--- src/rtl/alu_system_control_unit.sv ---
// Hardwired sequencer for the ALU datapath system: two-byte instruction fetch
// followed by a single-cycle execute, with a sticky HALT exited only by Reset.
module alu_system_control_unit #(
  parameter logic [2:0] FS_LOAD   = 3'b010,
  parameter logic [2:0] FS_INC    = 3'b001,
  parameter logic [2:0] FS_CLR    = 3'b011,
  parameter logic [4:0] ALU_ADD   = 5'b10100,
  parameter logic [4:0] ALU_PASSA = 5'b10000
) (
  input  logic        Clock,
  input  logic        Reset,
  input  logic [15:0] IROut,
  input  logic [3:0]  FlagsOut,
  output logic [2:0]  RF_OutASel,
  output logic [2:0]  RF_OutBSel,
  output logic [2:0]  RF_FunSel,
  output logic [3:0]  RF_RegSel,
  output logic [3:0]  RF_ScrSel,
  output logic [4:0]  ALU_FunSel,
  output logic        ALU_WF,
  output logic [1:0]  ARF_OutCSel,
  output logic [1:0]  ARF_OutDSel,
  output logic [2:0]  ARF_FunSel,
  output logic [2:0]  ARF_RegSel,
  output logic        IR_LH,
  output logic        IR_Write,
  output logic        Mem_WR,
  output logic        Mem_CS,
  output logic [1:0]  MuxASel,
  output logic [1:0]  MuxBSel,
  output logic        MuxCSel,
  output logic        Halted,
  output logic [1:0]  T
);
  // state     | meaning
  // S_INIT    | clear PC
  // S_FETCH_L | read mem[PC] into IR low byte, PC++
  // S_FETCH_H | read mem[PC] into IR high byte, PC++
  // S_EXEC    | decode IROut and perform the instruction
  // S_HALT    | idle until Reset
  typedef enum logic [2:0] {
    S_INIT, S_FETCH_L, S_FETCH_H, S_EXEC, S_HALT
  } state_t;

  state_t     state, state_nxt;
  logic [5:0] op;
  logic [1:0] rd, rs;
  logic       flag_z;
  logic       unused_bits;

  assign op          = IROut[15:10];
  assign rd          = IROut[9:8];
  assign rs          = IROut[7:6];
  assign flag_z      = FlagsOut[3];
  // The branch target reaches PC through MuxB from the datapath, not through here.
  assign unused_bits = ^{IROut[5:0], FlagsOut[2:0]};

  always_ff @(posedge Clock or negedge Reset) begin
    if (!Reset) state <= S_INIT;
    else        state <= state_nxt;
  end

  always_comb begin
    state_nxt   = state;
    RF_OutASel  = 3'b000;
    RF_OutBSel  = 3'b000;
    RF_FunSel   = 3'b000;
    RF_RegSel   = 4'b0000;
    RF_ScrSel   = 4'b0000;
    ALU_FunSel  = 5'b00000;
    ALU_WF      = 1'b0;
    ARF_OutCSel = 2'b00;
    ARF_OutDSel = 2'b00;
    ARF_FunSel  = 3'b000;
    ARF_RegSel  = 3'b000;
    IR_LH       = 1'b0;
    IR_Write    = 1'b0;
    Mem_WR      = 1'b0;
    Mem_CS      = 1'b1;
    MuxASel     = 2'b00;
    MuxBSel     = 2'b00;
    MuxCSel     = 1'b0;
    Halted      = 1'b0;
    T           = 2'd0;
    case (state)
      S_INIT: begin
        T          = 2'd0;
        ARF_RegSel = 3'b100;
        ARF_FunSel = FS_CLR;
        state_nxt  = S_FETCH_L;
      end
      S_FETCH_L, S_FETCH_H: begin
        T           = (state == S_FETCH_L) ? 2'd1 : 2'd2;
        ARF_OutDSel = 2'b00;
        Mem_CS      = 1'b0;
        IR_Write    = 1'b1;
        IR_LH       = (state == S_FETCH_H);
        ARF_RegSel  = 3'b100;
        ARF_FunSel  = FS_INC;
        state_nxt   = (state == S_FETCH_L) ? S_FETCH_H : S_EXEC;
      end
      S_EXEC: begin
        T         = 2'd3;
        state_nxt = S_FETCH_L;
        case (op)
          6'h01: begin
            MuxASel   = 2'b11;
            RF_FunSel = FS_LOAD;
            RF_RegSel = 4'b1000 >> rd;
          end
          6'h02, 6'h05: begin
            // BNE falls through to NOP when the zero flag is set
            if (op == 6'h02 || !flag_z) begin
              MuxBSel    = 2'b11;
              ARF_FunSel = FS_LOAD;
              ARF_RegSel = 3'b100;
            end
          end
          6'h03: begin
            RF_OutASel = {1'b0, rd};
            RF_OutBSel = {1'b0, rs};
            ALU_FunSel = ALU_ADD;
            ALU_WF     = 1'b1;
            MuxASel    = 2'b00;
            RF_FunSel  = FS_LOAD;
            RF_RegSel  = 4'b1000 >> rd;
          end
          6'h04: begin
            RF_OutASel  = {1'b0, rd};
            ALU_FunSel  = ALU_PASSA;
            MuxCSel     = 1'b0;
            ARF_OutDSel = 2'b10;
            Mem_CS      = 1'b0;
            Mem_WR      = 1'b1;
          end
          6'h3F:   state_nxt = S_HALT;
          default: ;
        endcase
      end
      S_HALT: begin
        T      = 2'd3;
        Halted = 1'b1;
      end
      default: state_nxt = S_INIT;
    endcase
  end
endmodule

--- config.mk ---
export PLATFORM = sky130hd
export DESIGN_NAME = alu_system_control_unit
export DESIGN_NICKNAME = d
export VERILOG_FILES = /design/src/rtl/alu_system_control_unit.sv
export SDC_FILE = /design/constraint.sdc
export NUM_CORES = 1
export LEC_CHECK = 0
export BUFFER_PORTS_ARGS = -buffer_cell sky130_fd_sc_hd__clkbuf_2
export CAP_MARGIN = 20
export CORE_UTILIZATION = 32
export DETAILED_ROUTE_END_ITERATION = 12
export MAX_ROUTING_LAYER = met4
export PLACE_DENSITY = 0.87
export SYNTH_ARGS = -nofsm -noshare
export SYNTH_HDL_FRONTEND = slang
export SYNTH_SLANG_ARGS = --single-unit
--- constraint.sdc ---
create_clock -name Clock -period 2.4 [get_ports Clock]
set_clock_uncertainty 0.05 [all_clocks]
set_input_delay 0.72 -clock Clock [delete_from_list [all_inputs] [get_ports Clock]]
set_output_delay 0.72 -clock Clock [all_outputs]
set_load 0.05 [all_outputs]
==> metrics, run 1 <==
Die Ht 43.48 um; Slowest Stage Delay on Critical Path 0.32 ns; max reg flops 3; CTS tree built; GR Layer Usage met1 26.60%; met2 Resource Use GR 40.30%; 1st-iter DRT viols 33; Setup crit start kind input pin; total of max-cap violations 0; Pre-antenna DRT Iters 8; final RePlAce weighted congestion 0.7453; total negative slack -7.452 ns; number of H-tree levels 1; clk root buf clkbuf_4; Ports 67; Reg with most FFs state; gr ovfl total 0; Setup crit end kind output pin; Final nets 146; most common cell after layout, fill and taps aside conb_1; Initial Utilization 35.31%; static leakage 0.6138 nW; Bufs on Longest Clock Path 2; largest net degree at the start of global routing 9; Avg WL per Cell 16.43 um; critical-path maximum fanout 5; number of synthesized register bits 3; Setup WS pre-CTS -0.4436 ns; n_diodes 0; Hold Vio Cnt, Final 0; Final setup viols 21; Buf/Inv on CP 5; crit-path cells buf_6, buf_6, nor4b_4, nand4b_1, buf_6, buf_6, nor2_4, buf_8; busiest grt layer met2; failing checks design-rule violations, negative setup slack; share of cells above drive strength 1 63.41%; Setup WS post-layout -0.4514 ns; Max Fclk 0.3507 GHz; Synth area leaders buf_4 30%, dfrtp_1 14%, nor2_1 4.8%, nor3b_1 4.1%, a211oi_4 3.6%; post-route ant nets 0; Slowest cell on crit path nor4b_4; biggest regs state x3; most frequent cells in the layout 18 x conb_1, 15 x clkbuf_2, 10 x buf_8; crit path DAT 2.08 ns; Clock Latency Late Sink 0.24 ns; RSZ-0062 raised after global routing yes; core box area 1559 um2; area share of the largest cell type after synthesis 30.00%; Max Slew Vio Count 0; top cell type by total area after synthesis buf_4; routing usage on met3 3.333%; Total Die Area 1890 um2; status complete, but fails checks; GRT Total Usage 23.02%; Seq/Total Area, Yosys 13.64%; DIE WIDTH 43.48 um; Post-Route WL 2284 um; initial antenna violation count 0; via count 660; Num CTS Buffers 3; hold slack 0.2165 ns; Worst EP required 1.63 ns; cell area power density 832.2 nW/um2; Period minus WS final 2.851 ns; Most common cell on crit path buf_6; DRC viols 14; cell count after synthesis 72; post-DR vias/cell 4.748; post-detail-place hpwl 1211 um; Crit Path Class input pin to output pin; average size of a mapped cell 7.646 um2; Non-Filler Instances 139; maximum VDD drop 0.0006994 V; Synth cell types 31; Hold Crit Class input pin to asynchronous set/reset pin; P&R area growth vs syn 122.3%; cell family with most CP delay buffers and inverters; CTS sink count 3; Final period util 118.8%; Post-Place Cells 132; global-route wire length before repair 3049 um; Worst-path clk slew 0.04 ns; vias in the first global route 616; IO Port Bufs 39; synthesized area 550.5 um2; floorplan row count 14; YS warnings 0
## cells in the mapped netlist, drive strengths merged
library cell   n
a211oi         1
a21o           1
a31o           1
and2           3
and3           3
buf           23
clkbuf         1
conb           1
dfrtp          3
inv            5
nand2          4
nand3b         1
nand4          1
nand4b         1
nor2           7
nor2b          1
nor3           2
nor3b          3
nor4b          1
nor4bb         1
o211ai         1
o21ai          1
o22ai          1
o31ai          1
or2b           1
or3b           1
or4b           1
xnor2          1
## final timing paths
kind	from	endpoint	slack (ns)	cells after the start
worst max-delay path	IROut[15]	MuxASel[0]	-0.45	8
worst min-delay path	Reset	state[0]	0.22	1
worst max register to register	state[0]	state[2]	1.25	5
worst min register to register	state[2]	state[1]	0.57	2
max in group asynchronous	Reset	state[2]	1.97	1
min in group Clock	state[2]	state[1]	0.57	2
## report_power, final
| group | switching [W] | internal, W |
|---|---|---|
| logic | 0.000570 | 0.000272 |
| clock network | 0.0000287 | 0.0000625 |
| registers | 0.0000162 | 0.0000688 |
## cell type report
class / instances / area, um2
repair buffers: 54 / 641.9
multi-input cells: 57 / 434.2
fillers: 84 / 335.3
flip-flops and latches: 3 / 75.07
clock buffers: 4 / 26.28
inverters: 5 / 26.28
well taps: 16 / 20.02
## through the flow
stage	total power [W]	utilization [%]	instance area, um2
after floorplan	0.0006853	-	700.7
after global placement	0.0008266	53.21	829.5
after detailed placement	0.0008369	53.21	829.5
after CTS	0.0009943	74.40	1160
after global routing	0.001067	78.49	1224
final	0.001018	78.49	1224
## kinds of logic after synthesis
kind of cell           after synthesis  synth area share (%)
AO/OA/AOI/OAI                        7                 11.59
XOR/XNOR                             1                 1.591
buffers and inverters               29                 36.13
flip-flops                           3                 13.64
other                                1                0.6812
AND/OR/NAND/NOR                     31                 36.37
## repair_timing
item / CTS / global route
buffers inserted: 2 / 3
endpoints found under the setup margin: 21 / 21
hold buffers: 0 / 0
pin swaps: 6 / 5
gates resized for setup: 54 / 22
## routing by layer
layer	vias up	share of wire, %
met1	297	35
met3	6	11
met4	0	1.8
met2	54	53
met5	-	0
li1	303	-
Power figures use the tool's default switching activity.
==> run 2, diff against run 1 <==
- CORE_UTILIZATION: 32 -> 34
- PLACE_DENSITY: 0.87 -> 0.91
- clock period: 2.4 -> 3.45 ns (I/O delays scaled with it)
==> run 2 against run 1 <==
Critical endpoint is now RF_OutASel[0]. Final area is 39% lower. Utilization is 29 points lower. Setup slack better by 0.49 ns. Critical path depth is 3 lower. The flow now finishes without violations. Worst hold slack better by 0.32 ns. Clock-buffer cell count stayed put.
==> metrics, run 2 (synthesized netlist as in run 1, its figures left out) <==
status finished, final reports clean (was complete, but fails checks); largest net degree at the start of global routing 11 (was 9); core box area 1506 um2 (was 1559 um2); Total Die Area 1784 um2 (was 1890 um2); Reg with most FFs state (unchanged); n_diodes 0 (unchanged); post-route ant nets 0 (unchanged); maximum VDD drop 0.0003975 V (was 0.0006994 V); Final nets 135 (was 146); post-DR vias/cell 4.523 (was 4.748); Ports 67 (unchanged); critical-path maximum fanout 3 (was 5); Die Ht 42.24 um (was 43.48 um); DRC viols 0 (was 14); IO Port Bufs 39 (unchanged); Post-Place Cells 124 (was 132); routing usage on met3 3.448% (was 3.333%); CTS Hold Bufs 0 (unchanged); Worst-path clk slew 0.04 ns (about the same); total of max-cap violations 0 (unchanged); GR Layer Usage met1 15.24% (was 26.60%); Max Fclk 0.2935 GHz; met2 Resource Use GR 22.77% (was 40.30%); RSZ-0062 raised after global routing no (was yes); clk root buf clkbuf_4 (unchanged); Initial Utilization 36.54% (was 35.31%); post-detail-place hpwl 1070 um (was 1211 um); Setup crit start kind input pin (unchanged); Pre-antenna DRT Iters 4 (was 8); DIE WIDTH 42.24 um (was 43.48 um); share of cells above drive strength 1 50.89% (was 63.41%); Period minus WS final 3.408 ns; most frequent cells in the layout 29 x clkbuf_2, 18 x conb_1, 6 x nor2_1, 6 x buf_2, 5 x clkbuf_4 (was 18 x conb_1, 15 x clkbuf_2, 10 x buf_8); gr ovfl total 0 (unchanged); Final Instance Area 742.0 um2 (was 1224 um2); number of H-tree levels 1 (unchanged); biggest regs state x3 (unchanged); hold slack 0.5337 ns (was 0.2165 ns); Worst EP required 2.36 ns (was 1.63 ns); Hold Vio Cnt, Final 0 (unchanged); Non-Filler Instances 128 (was 139); Num CTS Buffers 3 (unchanged); Setup WS post-layout 0.04250 ns (was -0.4514 ns); via count 579 (was 660); busiest grt layer met2 (unchanged); Setup WS pre-CTS -0.06423 ns (was -0.4436 ns); Bufs on Longest Clock Path 2 (unchanged); initial antenna violation count 0 (unchanged); CTS sink count 3 (unchanged); floorplan row count 14 (unchanged); final RePlAce weighted congestion 0.7675 (was 0.7453); Avg WL per Cell 9.727 um (was 16.43 um); cell area power density 783.7 nW/um2 (was 832.2 nW/um2); static leakage 0.4566 nW (was 0.6138 nW); Max Slew Vio Count 0 (unchanged); Hold Crit Class input pin to asynchronous set/reset pin (unchanged); CTS tree built (unchanged); max reg flops 3 (unchanged); Post-Route WL 1245 um (was 2284 um); vias in the first global route 464 (was 616); most common cell after layout, fill and taps aside clkbuf_2 (was conb_1); GRT Total Usage 14.12% (was 23.02%); Crit Path Class input pin to output pin (unchanged); Final period util 98.77%; Clock Latency Late Sink 0.24 ns (about the same); Final setup viols 0 (was 21); Post-Place Cell Area 695.7 um2 (was 829.5 um2); P&R area growth vs syn 34.77% (was 122.3%); 1st-iter DRT viols 8 (was 33); Setup crit end kind output pin (unchanged); crit path DAT 2.32 ns (was 2.08 ns); global-route wire length before repair 1849 um (was 3049 um)
run 2: cell types whose count changed in the layout (fill, tap and decap cells not counted), moves of 3 or more:
cell	previous run	this run
clkbuf_2	15	29
buf_6	9	1
buf_8	10	0
and3_4	3	0
and3_1	0	3
clkbuf_16	8	0
buf_4	9	4
buf_2	0	6
run 2: routing by layer:
metal  wire length [um]  up-vias
met5                  0        -
met4                 19        0
met3                156        2
met2                581       42
met1                487      254
li1                   -      281
run 2: final timing paths:
check                               start             to  slack [ns]  cells past startpoint
worst max-delay path            IROut[13]  RF_OutASel[0]        0.04                      5
worst min-delay path                Reset       state[1]        0.53                      1
worst max register to register   state[2]       state[0]        2.32                      2
worst min register to register   state[2]       state[1]        0.53                      1
max in group asynchronous           Reset       state[0]        2.70                      1
min in group Clock               state[2]       state[1]        0.53                      1
run 2: final cells by class:
type | instances | area [um2]
Inverter | 5 | 18.77
Clock buffer | 4 | 26.28
Multi-Input combinational cell | 57 | 356.6
Timing Repair Buffer | 43 | 245.2
Fill cell | 147 | 764.5
Tap cell | 16 | 20.02
Sequential cell | 3 | 75.07
run 2: power breakdown:
part	switching (W)	total (W)	internal [W]
clock network	0.0000193	0.0000627	0.0000434
registers	0.0000245	0.0000722	0.0000477
logic	0.000350	0.000447	0.0000970
total	0.000393	0.000582	0.000188
run 2: repair_timing:
item,in CTS,in global routing
endpoints found under the setup margin,2,10
buffers inserted,0,0
resized for setup,3,12
pin swaps,0,1
run 2: worst max-delay path, stage by stage:
cell and delay [ns]:
clkbuf_2 0.11, or4b_4 0.56, a211oi_4 0.26, and2_4 0.18, clkbuf_8 0.17
run 2: stage by stage:
stage | setup TNS [ns] | power (W) | util (%)
6_report | 0 | 0.0005815 | 49.25
5_1_grt | 0 | 0.0006152 | 49.25
4_1_cts | 0 | 0.0005852 | 48.67
3_5_place_dp | -0.1123 | 0.0005200 | 46.18
3_3_place_gp | -0.05392 | 0.0005148 | 46.18
2_1_floorplan | -1.611 | 0.0004595 | -
